### config.mk
export PLATFORM = sky130hd
export DESIGN_NAME = mitm_eval_sequencer_flat
export DESIGN_NICKNAME = d
export VERILOG_FILES = /design/src/rtl/mitm_eval_sequencer_if.sv /design/src/rtl/mitm_eval_sequencer.sv /design/src/flat_wrapper.sv
export SDC_FILE = /design/constraint.sdc
export NUM_CORES = 1
export LEC_CHECK = 0
export ABC_AREA = 1
export CORE_ASPECT_RATIO = 0.8
export CORE_UTILIZATION = 42
export CTS_CLUSTER_DIAMETER = 100
export CTS_CLUSTER_SIZE = 25
export DETAILED_ROUTE_END_ITERATION = 8
export PLACE_DENSITY_LB_ADDON = 0.25
export SLEW_MARGIN = 15
export SYNTH_ARGS = -nofsm -noshare
export SYNTH_HDL_FRONTEND = slang
export SYNTH_SLANG_ARGS = --single-unit
### constraint.sdc
create_clock -name sys_clk -period 1.3 [get_ports sys_clk]
set_input_delay 0.13 -clock sys_clk [delete_from_list [all_inputs] [get_ports sys_clk]]
set_output_delay 0.13 -clock sys_clk [all_outputs]
set_load 0.01 [all_outputs]
### src/rtl/mitm_eval_sequencer_if.sv
// Bus bundle between the MITM evaluation sequencer and its neighbours:
// the SPI receive path (rx_*), the MITM decision logic (logic_*), and the
// transmit stage (tx_*). The master modport is the sequencer's view.
interface mitm_eval_sequencer_if #(
  parameter int DATA_SIZE = 8
);
  // Receive side: real word pair from the bus receivers
  logic                 rx_valid;
  logic [DATA_SIZE-1:0] rx_miso_data;
  logic [DATA_SIZE-1:0] rx_mosi_data;

  // Decision logic side
  logic                 logic_rst;
  logic                 logic_eval;
  logic [DATA_SIZE-1:0] logic_miso_data;
  logic [DATA_SIZE-1:0] logic_mosi_data;
  logic [DATA_SIZE-1:0] logic_fake_miso_data;
  logic [DATA_SIZE-1:0] logic_fake_mosi_data;
  logic                 logic_fake_miso_select;
  logic                 logic_fake_mosi_select;
  logic                 logic_data_valid;

  // Transmit side: final word pair under valid/ready
  logic [DATA_SIZE-1:0] tx_miso_data;
  logic [DATA_SIZE-1:0] tx_mosi_data;
  logic                 tx_miso_fake;
  logic                 tx_mosi_fake;
  logic                 tx_valid;
  logic                 tx_ready;

  modport master (
    input  rx_valid, rx_miso_data, rx_mosi_data,
    output logic_rst, logic_eval, logic_miso_data, logic_mosi_data,
    input  logic_fake_miso_data, logic_fake_mosi_data,
    input  logic_fake_miso_select, logic_fake_mosi_select, logic_data_valid,
    output tx_miso_data, tx_mosi_data, tx_miso_fake, tx_mosi_fake, tx_valid,
    input  tx_ready
  );

  modport slave (
    output rx_valid, rx_miso_data, rx_mosi_data,
    input  logic_rst, logic_eval, logic_miso_data, logic_mosi_data,
    output logic_fake_miso_data, logic_fake_mosi_data,
    output logic_fake_miso_select, logic_fake_mosi_select, logic_data_valid,
    input  tx_miso_data, tx_mosi_data, tx_miso_fake, tx_mosi_fake, tx_valid,
    output tx_ready
  );
endinterface

### src/rtl/mitm_eval_sequencer.sv
// MITM evaluation sequencer. For each captured word pair it latches the
// real MISO/MOSI words, clears then triggers the decision logic, collects
// the fake words and select flags, and offers the final per-lane word to
// the transmit stage under valid/ready.
// Optional feature: define MITM_TIMEOUT_EN to bound the wait for the
// decision logic; on expiry the real words are forwarded and timeout_err
// pulses for one cycle. Without it the wait is unbounded and timeout_err
// is tied low.
module mitm_eval_sequencer #(
  parameter int DATA_SIZE      = 8,
  parameter int TIMEOUT_CYCLES = 16,
  parameter int TIMEOUT_WIDTH  = 8
) (
  input  logic                         sys_clk,
  input  logic                         rst_n,
  mitm_eval_sequencer_if.master        bus,
  output logic                         busy,
  output logic                         overrun,
  output logic                         timeout_err
);

  typedef enum logic [2:0] {
    IDLE,
    CLEAR,
    EVAL,
    WAIT,
    OUTPUT
  } state_t;

  // Reject a timeout that cannot be represented by the counter.
  if (TIMEOUT_CYCLES < 1 || TIMEOUT_CYCLES > (1 << TIMEOUT_WIDTH) - 1) begin : g_bad_timeout
    $error("TIMEOUT_CYCLES out of range for TIMEOUT_WIDTH");
  end

  state_t               state_q, state_d;
  logic                 accept;    // take the rx word pair this cycle
  logic                 drop;      // rx word arrived while busy and is lost
  logic                 capture;   // decision result taken this cycle
  logic                 expire;    // wait for decision logic gave up
  logic                 tmo_hit;   // counter is on its last WAIT cycle

  logic                 logic_rst_q, logic_eval_q, tx_valid_q;
  logic                 tx_miso_fake_q, tx_mosi_fake_q;
  logic [DATA_SIZE-1:0] real_miso_q, real_mosi_q;
  logic [DATA_SIZE-1:0] tx_miso_q, tx_mosi_q;

`ifdef MITM_TIMEOUT_EN
  logic [TIMEOUT_WIDTH-1:0] tmo_cnt_q;

  assign tmo_hit = (tmo_cnt_q == TIMEOUT_WIDTH'(TIMEOUT_CYCLES - 1));

  // Count cycles spent in WAIT; restarted by every EVAL.
  always_ff @(posedge sys_clk or negedge rst_n) begin
    if (!rst_n) begin
      tmo_cnt_q   <= '0;
      timeout_err <= 1'b0;
    end else begin
      if (state_q == EVAL)
        tmo_cnt_q <= '0;
      else if (state_q == WAIT && !tmo_hit)
        tmo_cnt_q <= tmo_cnt_q + 1'b1;
      timeout_err <= expire;
    end
  end
`else
  assign tmo_hit     = 1'b0;
  assign timeout_err = 1'b0;
`endif

  // Next-state and per-cycle decisions.
  // NOTE: every signal driven here gets a default first, so no path leaves
  // one unassigned and no latch is inferred.
  always_comb begin
    state_d = state_q;
    accept  = 1'b0;
    drop    = 1'b0;
    capture = 1'b0;
    expire  = 1'b0;
    unique case (state_q)
      IDLE: begin
        if (bus.rx_valid) begin
          accept  = 1'b1;
          state_d = CLEAR;
        end
      end
      CLEAR: begin
        drop    = bus.rx_valid;
        state_d = EVAL;
      end
      EVAL: begin
        drop    = bus.rx_valid;
        state_d = WAIT;
      end
      WAIT: begin
        drop = bus.rx_valid;
        // A valid result wins over a timeout expiring in the same cycle.
        if (bus.logic_data_valid) begin
          capture = 1'b1;
          state_d = OUTPUT;
        end else if (tmo_hit) begin
          expire  = 1'b1;
          state_d = OUTPUT;
        end
      end
      OUTPUT: begin
        if (bus.tx_ready) begin
          // Back-to-back: a word arriving on the handshake cycle is kept.
          if (bus.rx_valid) begin
            accept  = 1'b1;
            state_d = CLEAR;
          end else begin
            state_d = IDLE;
          end
        end else begin
          drop = bus.rx_valid;
        end
      end
      default: state_d = IDLE;
    endcase
  end

  // State, registered strobes and the data path.
  // NOTE: sequential state uses non-blocking assignments so every register
  // samples the values from before this edge.
  always_ff @(posedge sys_clk or negedge rst_n) begin
    if (!rst_n) begin
      state_q        <= IDLE;
      logic_rst_q    <= 1'b0;
      logic_eval_q   <= 1'b0;
      tx_valid_q     <= 1'b0;
      real_miso_q    <= '0;
      real_mosi_q    <= '0;
      tx_miso_q      <= '0;
      tx_mosi_q      <= '0;
      tx_miso_fake_q <= 1'b0;
      tx_mosi_fake_q <= 1'b0;
      overrun        <= 1'b0;
    end else begin
      state_q      <= state_d;
      logic_rst_q  <= (state_d == CLEAR);
      logic_eval_q <= (state_d == EVAL);
      tx_valid_q   <= (state_d == OUTPUT);
      if (accept) begin
        real_miso_q <= bus.rx_miso_data;
        real_mosi_q <= bus.rx_mosi_data;
      end
      if (capture) begin
        tx_miso_q      <= bus.logic_fake_miso_select ? bus.logic_fake_miso_data : real_miso_q;
        tx_mosi_q      <= bus.logic_fake_mosi_select ? bus.logic_fake_mosi_data : real_mosi_q;
        tx_miso_fake_q <= bus.logic_fake_miso_select;
        tx_mosi_fake_q <= bus.logic_fake_mosi_select;
      end else if (expire) begin
        tx_miso_q      <= real_miso_q;
        tx_mosi_q      <= real_mosi_q;
        tx_miso_fake_q <= 1'b0;
        tx_mosi_fake_q <= 1'b0;
      end
      if (drop)
        overrun <= 1'b1;
    end
  end

  assign busy                = (state_q != IDLE);
  assign bus.logic_rst       = logic_rst_q;
  assign bus.logic_eval      = logic_eval_q;
  assign bus.logic_miso_data = real_miso_q;
  assign bus.logic_mosi_data = real_mosi_q;
  assign bus.tx_miso_data    = tx_miso_q;
  assign bus.tx_mosi_data    = tx_mosi_q;
  assign bus.tx_miso_fake    = tx_miso_fake_q;
  assign bus.tx_mosi_fake    = tx_mosi_fake_q;
  assign bus.tx_valid        = tx_valid_q;

endmodule

### src/flat_wrapper.sv
// flat-port wrapper written by rule: the top's interface ports become plain ports
module mitm_eval_sequencer_flat 
#(
  parameter int DATA_SIZE      = 8,
  parameter int TIMEOUT_CYCLES = 16,
  parameter int TIMEOUT_WIDTH  = 8
)
  (sys_clk, rst_n, busy, overrun, timeout_err, bus_rx_valid, bus_rx_miso_data, bus_rx_mosi_data, bus_logic_rst, bus_logic_eval, bus_logic_miso_data, bus_logic_mosi_data, bus_logic_fake_miso_data, bus_logic_fake_mosi_data, bus_logic_fake_miso_select, bus_logic_fake_mosi_select, bus_logic_data_valid, bus_tx_miso_data, bus_tx_mosi_data, bus_tx_miso_fake, bus_tx_mosi_fake, bus_tx_valid, bus_tx_ready);
  mitm_eval_sequencer_if #(.DATA_SIZE(DATA_SIZE)) bus_i ();
  input  logic sys_clk;
  input  logic rst_n;
  output logic busy;
  output logic overrun;
  output logic timeout_err;
  input wire logic [$bits(bus_i.rx_valid)-1:0] bus_rx_valid;
  input wire logic [$bits(bus_i.rx_miso_data)-1:0] bus_rx_miso_data;
  input wire logic [$bits(bus_i.rx_mosi_data)-1:0] bus_rx_mosi_data;
  output wire logic [$bits(bus_i.logic_rst)-1:0] bus_logic_rst;
  output wire logic [$bits(bus_i.logic_eval)-1:0] bus_logic_eval;
  output wire logic [$bits(bus_i.logic_miso_data)-1:0] bus_logic_miso_data;
  output wire logic [$bits(bus_i.logic_mosi_data)-1:0] bus_logic_mosi_data;
  input wire logic [$bits(bus_i.logic_fake_miso_data)-1:0] bus_logic_fake_miso_data;
  input wire logic [$bits(bus_i.logic_fake_mosi_data)-1:0] bus_logic_fake_mosi_data;
  input wire logic [$bits(bus_i.logic_fake_miso_select)-1:0] bus_logic_fake_miso_select;
  input wire logic [$bits(bus_i.logic_fake_mosi_select)-1:0] bus_logic_fake_mosi_select;
  input wire logic [$bits(bus_i.logic_data_valid)-1:0] bus_logic_data_valid;
  output wire logic [$bits(bus_i.tx_miso_data)-1:0] bus_tx_miso_data;
  output wire logic [$bits(bus_i.tx_mosi_data)-1:0] bus_tx_mosi_data;
  output wire logic [$bits(bus_i.tx_miso_fake)-1:0] bus_tx_miso_fake;
  output wire logic [$bits(bus_i.tx_mosi_fake)-1:0] bus_tx_mosi_fake;
  output wire logic [$bits(bus_i.tx_valid)-1:0] bus_tx_valid;
  input wire logic [$bits(bus_i.tx_ready)-1:0] bus_tx_ready;
  assign bus_i.rx_valid = bus_rx_valid;
  assign bus_i.rx_miso_data = bus_rx_miso_data;
  assign bus_i.rx_mosi_data = bus_rx_mosi_data;
  assign bus_logic_rst = bus_i.logic_rst;
  assign bus_logic_eval = bus_i.logic_eval;
  assign bus_logic_miso_data = bus_i.logic_miso_data;
  assign bus_logic_mosi_data = bus_i.logic_mosi_data;
  assign bus_i.logic_fake_miso_data = bus_logic_fake_miso_data;
  assign bus_i.logic_fake_mosi_data = bus_logic_fake_mosi_data;
  assign bus_i.logic_fake_miso_select = bus_logic_fake_miso_select;
  assign bus_i.logic_fake_mosi_select = bus_logic_fake_mosi_select;
  assign bus_i.logic_data_valid = bus_logic_data_valid;
  assign bus_tx_miso_data = bus_i.tx_miso_data;
  assign bus_tx_mosi_data = bus_i.tx_mosi_data;
  assign bus_tx_miso_fake = bus_i.tx_miso_fake;
  assign bus_tx_mosi_fake = bus_i.tx_mosi_fake;
  assign bus_tx_valid = bus_i.tx_valid;
  assign bus_i.tx_ready = bus_tx_ready;
  mitm_eval_sequencer #(.DATA_SIZE(DATA_SIZE), .TIMEOUT_CYCLES(TIMEOUT_CYCLES), .TIMEOUT_WIDTH(TIMEOUT_WIDTH)) u_core (.sys_clk(sys_clk), .rst_n(rst_n), .bus(bus_i), .busy(busy), .overrun(overrun), .timeout_err(timeout_err));
endmodule
Word-level counts from Yosys, hierarchy flattened
Index checks and enable logic that the tools add are counted.
Widths: inputs -> output; s select.
{ "word_totals": {"inputBits": 39, "register_bits": 41, "output_inout_bits": 40, "word_cells": 39} }
{ "op_classes": {"muxes": 18, "eq_ne": 7, "reduce_logical": 3} }
{ "op_table": {"columns": ["cell", "count"], "rows": [
  ["$mux 8", 4],
  ["$pmux 3 s5", 1],
  ["$eq 3x2->1 const B", 3],
  ["$mux 3", 3],
  ["$mux 1", 8],
  ["$eq 3x1->1 const B", 2],
  ["$eq 3x3->1 const B", 2],
  ["$pmux 1 s2", 2],
  ["$logic_not 3->1", 1],
  ["$reduce_bool 3->1", 1],
  ["$reduce_or 3->1", 1]
]} }

Depth between registers and ports, before layout
Gate-level depths: netlist of the first run.
{ "depth": {"ltp_word": 4, "mapped_depth": 6, "depth_no_buf": 5} }

Worst setup path after synthesis of the first run
Ideal clock, no wire load.
{ "synth_timing": {"kind": "register -> register", "from": "register u_core.state_q[0]", "to": "register u_core.real_miso_q[1], in the netlist u_core.bus.logic_miso_data[1]", "required_ns": 1.183, "path_buffers": 1, "arrival_ns": 0.981, "slack_ns": 0.202, "synth_period_minus_slack_ns": 1.098, "stages_incl_launch_ff": 6, "cell_sequence": "dfrtp_1 nor2_2 nand3_2 buf_4 nand2_1 nand2_1"} }
{ "synth_via": {"elab_chain_cells": 2, "elab_cells_between_ends": 3, "cone_classes": "eq/ne (1); mux (1); reduce/logical (1)"} }
{ "synth_lines": {"columns": ["item", "line_no", "text"], "rows": [
  ["start, declared", "mitm_eval_sequencer.sv:35", "state_t state_q, state_d;"],
  ["start signal, assigned", "mitm_eval_sequencer.sv:139", "state_q <= state_d;"],
  ["$eq 3x3->1 or $logic_not 3->1 (tied branches)", "mitm_eval_sequencer.sv:79", "unique case (state_q)"],
  ["$pmux 1 s2 (*)", "mitm_eval_sequencer.sv:79", null],
  ["end signal, assigned", "mitm_eval_sequencer.sv:144", "real_miso_q <= bus.rx_miso_data;"],
  ["end, declared", "mitm_eval_sequencer.sv:44", "logic [DATA_SIZE-1:0] real_miso_q, real_mosi_q;"]
]} }
Mark *: on every way between the ends. The rest lies on a longest branch, timed or not.
A chain may end at the register's enable or synchronous reset.

Worst setup path in the final report of the first run
{ "layout_timing": {"from": "register u_core.logic_eval_q, in the netlist u_core.bus.logic_eval", "to": "output bus_logic_eval"} }
{ "layout_rtl": {"columns": ["item", "line_no", "text"], "rows": [
  ["start, declared", "mitm_eval_sequencer.sv:42", "logic logic_rst_q, logic_eval_q, tx_valid_q;"],
  ["start signal, assigned", "mitm_eval_sequencer.sv:141", "logic_eval_q <= (state_d == EVAL);"],
  ["end, declared", "flat_wrapper.sv:19", "output wire logic [$bits(bus_i.logic_eval)-1:0] bus_logic_eval;"]
]} }
No word-level cell between the ends.

==> results of run 1 <==
==> routing by layer <==
layer,track usage (%),up-vias
met1,25.4,785
li1,-,905
met2,36.6,39
met3,4.67,2
met4,4.85,0
met5,0,-
==> state kept, by name, indices dropped and copies added, names as in the netlist, 3 cells and up <==
| register | flops |
|---|---|
| u_core.bus.logic_miso_data | 8 |
| u_core.bus.logic_mosi_data | 8 |
| u_core.bus.tx_miso_data | 8 |
| u_core.bus.tx_mosi_data | 8 |
| u_core.state_q | 3 |
==> per-stage QoR <==
stage               instance area, µm²  setup TNS (ns)  hold slack (ns)  util, %
global route                      2900         -0.0799            0.389     68.0
CTS                               2870        -0.00682            0.343     67.4
detailed placement                2760               0            0.119     64.9
finish                            2900               0            0.338     68.0
global placement                  2760               0            0.117     64.9
floorplan                         1890               0           -0.166        -
==> logic make-up after synthesis <==
| group | count (synthesis) |
|---|---|
| flip-flops | 41 |
| AND/OR/NAND/NOR | 139 |
| buffers and inverters | 38 |
| AO/OA/AOI/OAI | 16 |
| other | 1 |
==> worst paths after layout <==
kind	startpoint	to	slack, ns	cells past startpoint
worst max-delay path	u_core.bus.logic_eval$_DFF_PN0_	bus_logic_eval	0.03	1
worst min-delay path	rst_n	u_core.bus.logic_rst$_DFF_PN0_	0.34	3
worst max register to register	u_core.state_q[1]$_DFF_PN0_	u_core.bus.logic_mosi_data[7]$_DFFE_PN0P_	0.07	6
worst min register to register	u_core.bus.tx_mosi_data[6]$_DFFE_PN0P_	u_core.bus.tx_mosi_data[6]$_DFFE_PN0P_	0.47	2
max in group asynchronous	rst_n	u_core.bus.logic_mosi_data[3]$_DFFE_PN0P_	0.76	3
min in group sys_clk	bus_rx_miso_data[1]	u_core.bus.logic_miso_data[1]$_DFFE_PN0P_	0.40	3
==> area by class of cell <==
type / instances / area share (%)
flip-flops and latches: 41 / 35.4
repair buffers: 96 / 31.3
multi-input cells: 156 / 23.7
inverters: 24 / 3.11
clock buffers: 7 / 2.98
well taps: 57 / 2.46
clock inverters: 1 / 1.04
==> report_power, final <==
group	total (W)	switching [W]	internal (W)
sequential	0.00216	0.000341	0.00182
clock	0.00103	0.000402	0.000626
combinational	0.00253	0.00132	0.00121
==> cells in the mapped netlist (all sizes together) <==
master	instances	area share (%)
nor2	3	1.6
nand2	114	23
conb	1	0.20
dfrtp	41	54
o21ai	16	4.2
buf	14	4.8
nand3	5	1.6
nand4	17	5.6
inv	24	4.8
==> what timing repair did <==
action | CTS | global route
hold endpoints to repair | 41 | 0
hold buffers | 1 | 0
pin swaps | 0 | 1
gates resized for setup | 30 | 9
endpoints found under the setup margin | 30 | 21
setup buffers | 2 | 1
==> impl_metrics.py, run 1 <==
metrics = {
    "place": {
        "dpl.hpwl_um": 3350,
        "port-buffer-count": 77,
        "numPlacedInstances": 370,
        "post-place-ws_ns": 0.0413,
        "place_congestion": 0.733,
    },
    "layout": {
        "layout-area-overhead-vs-synth_pct": 53.1,
        "antenna_cells": 0,
        "total_area_of_multi_input_combinational_cells_um2": 686,
        "drive_above_1_share_pct": 10.2,
        "num-fill-cells": 387,
        "regArea_mm2": 0.00103,
        "top_library_cells_by_usage_in_the_layout_fill_and_taps_aside": "nand2_1, dfrtp_1, clkdlybuf4s50_1, dlygate4sd2_1, inv_1",
        "fin_nets": 363,
        "final-instance-count-excl-fill": 382,
        "mostFrequentLayoutCell": "nand2_1",
    },
    "critical_path": {
        "critical-path-top-delay-family": "buffers and inverters",
        "chain_of_cells_forming_the_critical_path": "clkdlybuf4s50_1",
        "critPathLaunchType": "register",
        "cp.required_ns": 1.17,
        "cp.buffers_inverters": 1,
        "worstPathArrival_ns": 1.14,
        "critical_path_class": "register to output port",
        "critPathSlowestCell": "clkdlybuf4s50_1",
        "crit_fanout": 1,
        "delay_of_the_slowest_critical_path_stage_ns": 0.53,
        "crit_path_end_kind": "output port",
    },
    "cts": {
        "cts_root_buffer": "clkbuf_8",
        "cts_htree_levels": 2,
        "max-clock-path-buffers": 2,
        "worst_skew_pair.late_latency_ns": 0.28,
        "tritoncts": "built",
        "numCtsBuffers": 5,
        "clkSinkCount": 41,
        "cts.clk_slew.worst_paths_ns": 0.08,
    },
    "pwr": {
        "power.static_leakage_nw": 1.67,
        "vdd.ir_drop.worst_mv": 1.15,
        "total_power_w": 0.00571,
        "cellPowerDensity_mw_per_mm2": 1970,
    },
    "logic_synthesis": {
        "synthMuxAreaShare_pct": 0,
        "yosysWarningCount": 0,
        "syn-mean-instance-area_um2": 8.05,
        "synthSimpleGateAreaFrac_pct": 31.8,
        "synth-compound-area-share_pct": 4.23,
        "syn-cell-area_mm2": 0.00189,
        "ys_seq_area_share_pct": 54.2,
        "synth-adder-area-share_pct": 0,
        "netlist-cell-type-count": 17,
        "post_synthesis_cell_count": 235,
        "combinational_family_with_the_most_area_after_synthesis": "simple AND/OR/NAND/NOR gates",
        "synth-seq-cells": 41,
        "synthXorXnorAreaFrac_pct": 0,
        "mappedNetlistNets": 274,
    },
    "drt": {
        "route.antenna.remaining_nets": 0,
        "routed_wirelength_um": 4540,
        "routed-via-count": 1731,
        "detailedRoute.firstPassIterationCount": 4,
        "detail_route_met3_wl_um": 217,
        "dr_wl_met2_um": 2250,
        "route.detailed.wl_per_inst_um": 11.9,
        "post_drt_via_cell_ratio": 4.53,
        "dr.first_iter.drc_count": 66,
        "highest-signal-layer": "met4",
        "remaining_drc_errors": 0,
        "routedLengthMet1_um": 2050,
    },
    "grt": {
        "first_global_vias": 1604,
        "grt_first_pass_wirelength_um": 7370,
        "grt_overflow_total": 0,
        "antenna_violations_before_repair": 0,
        "gr-usage-all-layers_pct": 20.2,
        "grt_max_degree": 42,
    },
    "run_status": {
        "outcome": "complete, no violations",
    },
    "die": {
        "design.die.area_mm2": 0.00478,
        "core_area_mm2": 0.00426,
        "floorplan.die.width_um": 77.0,
        "floorplan.rows": 21,
        "die-height_um": 62.0,
        "io_pins": 79,
        "start_util_pct": 44.4,
    },
    "run": {
        "cap_viol_max_count": 0,
    },
    "timing": {
        "finalSetupViolations": 0,
        "layout_worst_path_cycle_share_pct": 97.4,
        "number_of_max_slew_violations_in_the_final_report": 0,
        "setup_ws_ns": 0.0338,
        "rsz_0062_raised_after_global_routing": "true",
        "fin_worst_skew_ns": 0.00459,
        "fmax_mhz": 790,
        "final_period_minus_worst_setup_slack_ns": 1.27,
        "hold_viol_final": 0,
    },
    "min_path": {
        "timing.hold.worst.class": "primary input to asynchronous set/reset pin",
    },
}
No activity file was read; power rests on OpenSTA's default activity.
==> run 2, diff against run 1 <==
--- a/config.mk
+++ b/config.mk
@@ -6,12 +6,12 @@
 export NUM_CORES = 1
 export LEC_CHECK = 0
 export ABC_AREA = 1
-export CORE_ASPECT_RATIO = 0.8
+export CORE_ASPECT_RATIO = 1.25
 export CORE_UTILIZATION = 42
 export CTS_CLUSTER_DIAMETER = 100
 export CTS_CLUSTER_SIZE = 25
 export DETAILED_ROUTE_END_ITERATION = 8
-export PLACE_DENSITY_LB_ADDON = 0.25
+export PLACE_DENSITY = 0.79
 export SLEW_MARGIN = 15
 export SYNTH_ARGS = -nofsm -noshare
 export SYNTH_HDL_FRONTEND = slang
==> impl_metrics.py, run 2 (synthesized netlist as in run 1, its figures left out) <==
metrics = {
    "timing": {
        "hold_viol_final": 0,
        "number_of_max_slew_violations_in_the_final_report": 0,
        "fin_worst_skew_ns": 0.00713,
        "layout_worst_path_cycle_share_pct": 91.9,
        "rsz_0062_raised_after_global_routing": "false",
        "fin_tns_setup_ns": 0,
        "hold-worst-slack_ns": 0.357,
        "finalSetupViolations": 0,
        "final_period_minus_worst_setup_slack_ns": 1.19,
        "fmax_mhz": 837,
    },
    "drt": {
        "route.antenna.remaining_nets": 0,
        "dr.first_iter.drc_count": 78,
        "post_drt_via_cell_ratio": 4.71,
        "detailedRoute.firstPassIterationCount": 4,
        "route.detailed.wl_per_inst_um": 12.9,
        "routed-via-count": 1808,
        "remaining_drc_errors": 0,
        "routed_wirelength_um": 4960,
    },
    "layout": {
        "final_area_mm2": 0.00292,
        "layout-area-overhead-vs-synth_pct": 54.5,
        "regArea_mm2": 0.00103,
        "mostFrequentLayoutCell": "nand2_1",
        "num-fill-cells": 346,
        "antenna_cells": 0,
        "finish.utilization_pct": 69.6,
        "fin_nets": 366,
        "top_library_cells_by_usage_in_the_layout_fill_and_taps_aside": "nand2_1, dfrtp_1, clkdlybuf4s50_1, dlygate4sd2_1, inv_1",
        "drive_above_1_share_pct": 11.3,
        "total_area_of_multi_input_combinational_cells_um2": 686,
    },
    "grt": {
        "grt_overflow_total": 0,
        "grt_first_pass_wirelength_um": 7710,
        "grt_max_degree": 42,
        "use_met1_pct": 26.7,
        "met3_usage_pct": 4.55,
        "grt.met2_usage_pct": 38.0,
        "gr-usage-all-layers_pct": 22.0,
        "antenna_violations_before_repair": 0,
        "grt_busiest_layer": "met2",
        "first_global_vias": 1658,
    },
    "cts": {
        "numCtsBuffers": 5,
        "worst_skew_pair.late_latency_ns": 0.28,
        "cts_htree_levels": 2,
        "cts_root_buffer": "clkbuf_8",
        "max-clock-path-buffers": 2,
        "tritoncts": "built",
        "clkSinkCount": 41,
        "cts.clk_slew.worst_paths_ns": 0.08,
    },
    "critical_path": {
        "worst-r2r-setup-slack_ns": 0.11,
        "timing.critical_path.from": "u_core.state_q[2]$_DFF_PN0_",
        "critPathLaunchType": "register",
        "worstPathArrival_ns": 1.37,
        "crit_end": "u_core.bus.tx_mosi_data[0]$_DFFE_PN0P_",
        "cp.required_ns": 1.47,
        "r2r-end": "u_core.bus.tx_mosi_data[0]$_DFFE_PN0P_",
        "crit_fanout": 16,
        "reg2reg_depth": 6,
        "critical_path_class": "register to register",
        "crit_path_end_kind": "register",
        "worstReg2RegStart": "u_core.state_q[2]$_DFF_PN0_",
    },
    "place": {
        "port-buffer-count": 77,
        "place_congestion": 0.749,
        "dpl-instance-area_mm2": 0.00279,
        "dpl.hpwl_um": 3560,
    },
    "die": {
        "core_area_mm2": 0.00420,
        "die-height_um": 77.0,
        "floorplan.rows": 26,
        "design.die.area_mm2": 0.00478,
        "start_util_pct": 45.1,
        "io_pins": 79,
        "floorplan.die.width_um": 62.0,
    },
    "pwr": {
        "power.static_leakage_nw": 1.69,
        "cellPowerDensity_mw_per_mm2": 1950,
        "vdd.ir_drop.worst_mv": 1.38,
    },
    "run": {
        "cap_viol_max_count": 0,
    },
    "run_status": {
        "outcome": "complete, no violations",
    },
    "min_path": {
        "timing.hold.worst.class": "primary input to asynchronous set/reset pin",
    },
}
run 2: changes by cell type in the layout (fill, tap and decap cells not counted):
| cell | previous run | this run |
|---|---|---|
| clkbuf_8 | 6 | 7 |
| clkinv_2 | 0 | 1 |
| dlymetal6s2s_1 | 8 | 7 |
| clkdlybuf4s50_1 | 38 | 37 |
| bufinv_16 | 1 | 0 |
| buf_12 | 1 | 3 |
| dlygate4sd2_1 | 29 | 31 |
| clkbuf_1 | 1 | 0 |
| buf_4 | 17 | 18 |
run 2: how the worst min path moves through the flow:
stage	from	to	slack [ns]	cells past startpoint
6_report	rst_n	u_core.bus.logic_eval$_DFF_PN0_	0.36	3
3_5_place_dp	rst_n	u_core.bus.tx_valid$_DFF_PN0_	0.12	2
3_3_place_gp	rst_n	u_core.bus.tx_valid$_DFF_PN0_	0.12	2
2_1_floorplan	rst_n	u_core.bus.logic_eval$_DFF_PN0_	-0.17	0
4_1_cts	rst_n	u_core.bus.logic_rst$_DFF_PN0_	0.35	3
5_1_grt	rst_n	u_core.bus.logic_eval$_DFF_PN0_	0.36	3
run 2: routing by layer:
layer,vias up,part of all wire (%)
li1,909,-
met1,860,42
met2,37,55
met3,2,2.7
met4,0,0.77
met5,-,0
run 2: per-stage QoR:
| stage | power (W) | worst slack, ns | cells |
|---|---|---|---|
| after floorplan | 0.00348 | 0.202 | 235 |
| after global placement | 0.00498 | 0.0530 | 369 |
| after detailed placement | 0.00506 | 0.0267 | 369 |
| after CTS | 0.00570 | 0.000842 | 380 |
| after global routing | 0.00616 | 0.0215 | 384 |
| final | 0.00571 | 0.105 | 384 |
run 2: worst max-delay path: stages (launching register included):
cell,delay (ns)
dfrtp_1,0.40
inv_2,0.08
buf_4,0.11
nand4_1,0.16
buf_12,0.21
nand2_1,0.07
nand2_1,0.05
run 2: repair_timing:
action | in CTS | in global routing
gates resized for setup | 32 | 8
hold buffers | 1 | 0
buffers inserted | 2 | 4
pin swaps | 0 | 1
endpoints found under the setup margin | 32 | 8
hold endpoints to repair | 41 | 0
cloned | 0 | 0
run 2: layout make-up:
type,count,area share [%]
multi-input cells,156,23.5
clock inverters,1,0.171
inverters,24,3.08
repair buffers,99,32.5
clock buffers,7,3.30
flip-flops and latches,41,35.1
well taps,56,2.40
run 2: where the power goes:
group | switching (W) | total [W] | internal, W
sequential | 0.000348 | 0.00217 | 0.00182
clock | 0.000409 | 0.000889 | 0.000480
combinational | 0.00139 | 0.00265 | 0.00126
total | 0.00215 | 0.00571 | 0.00356
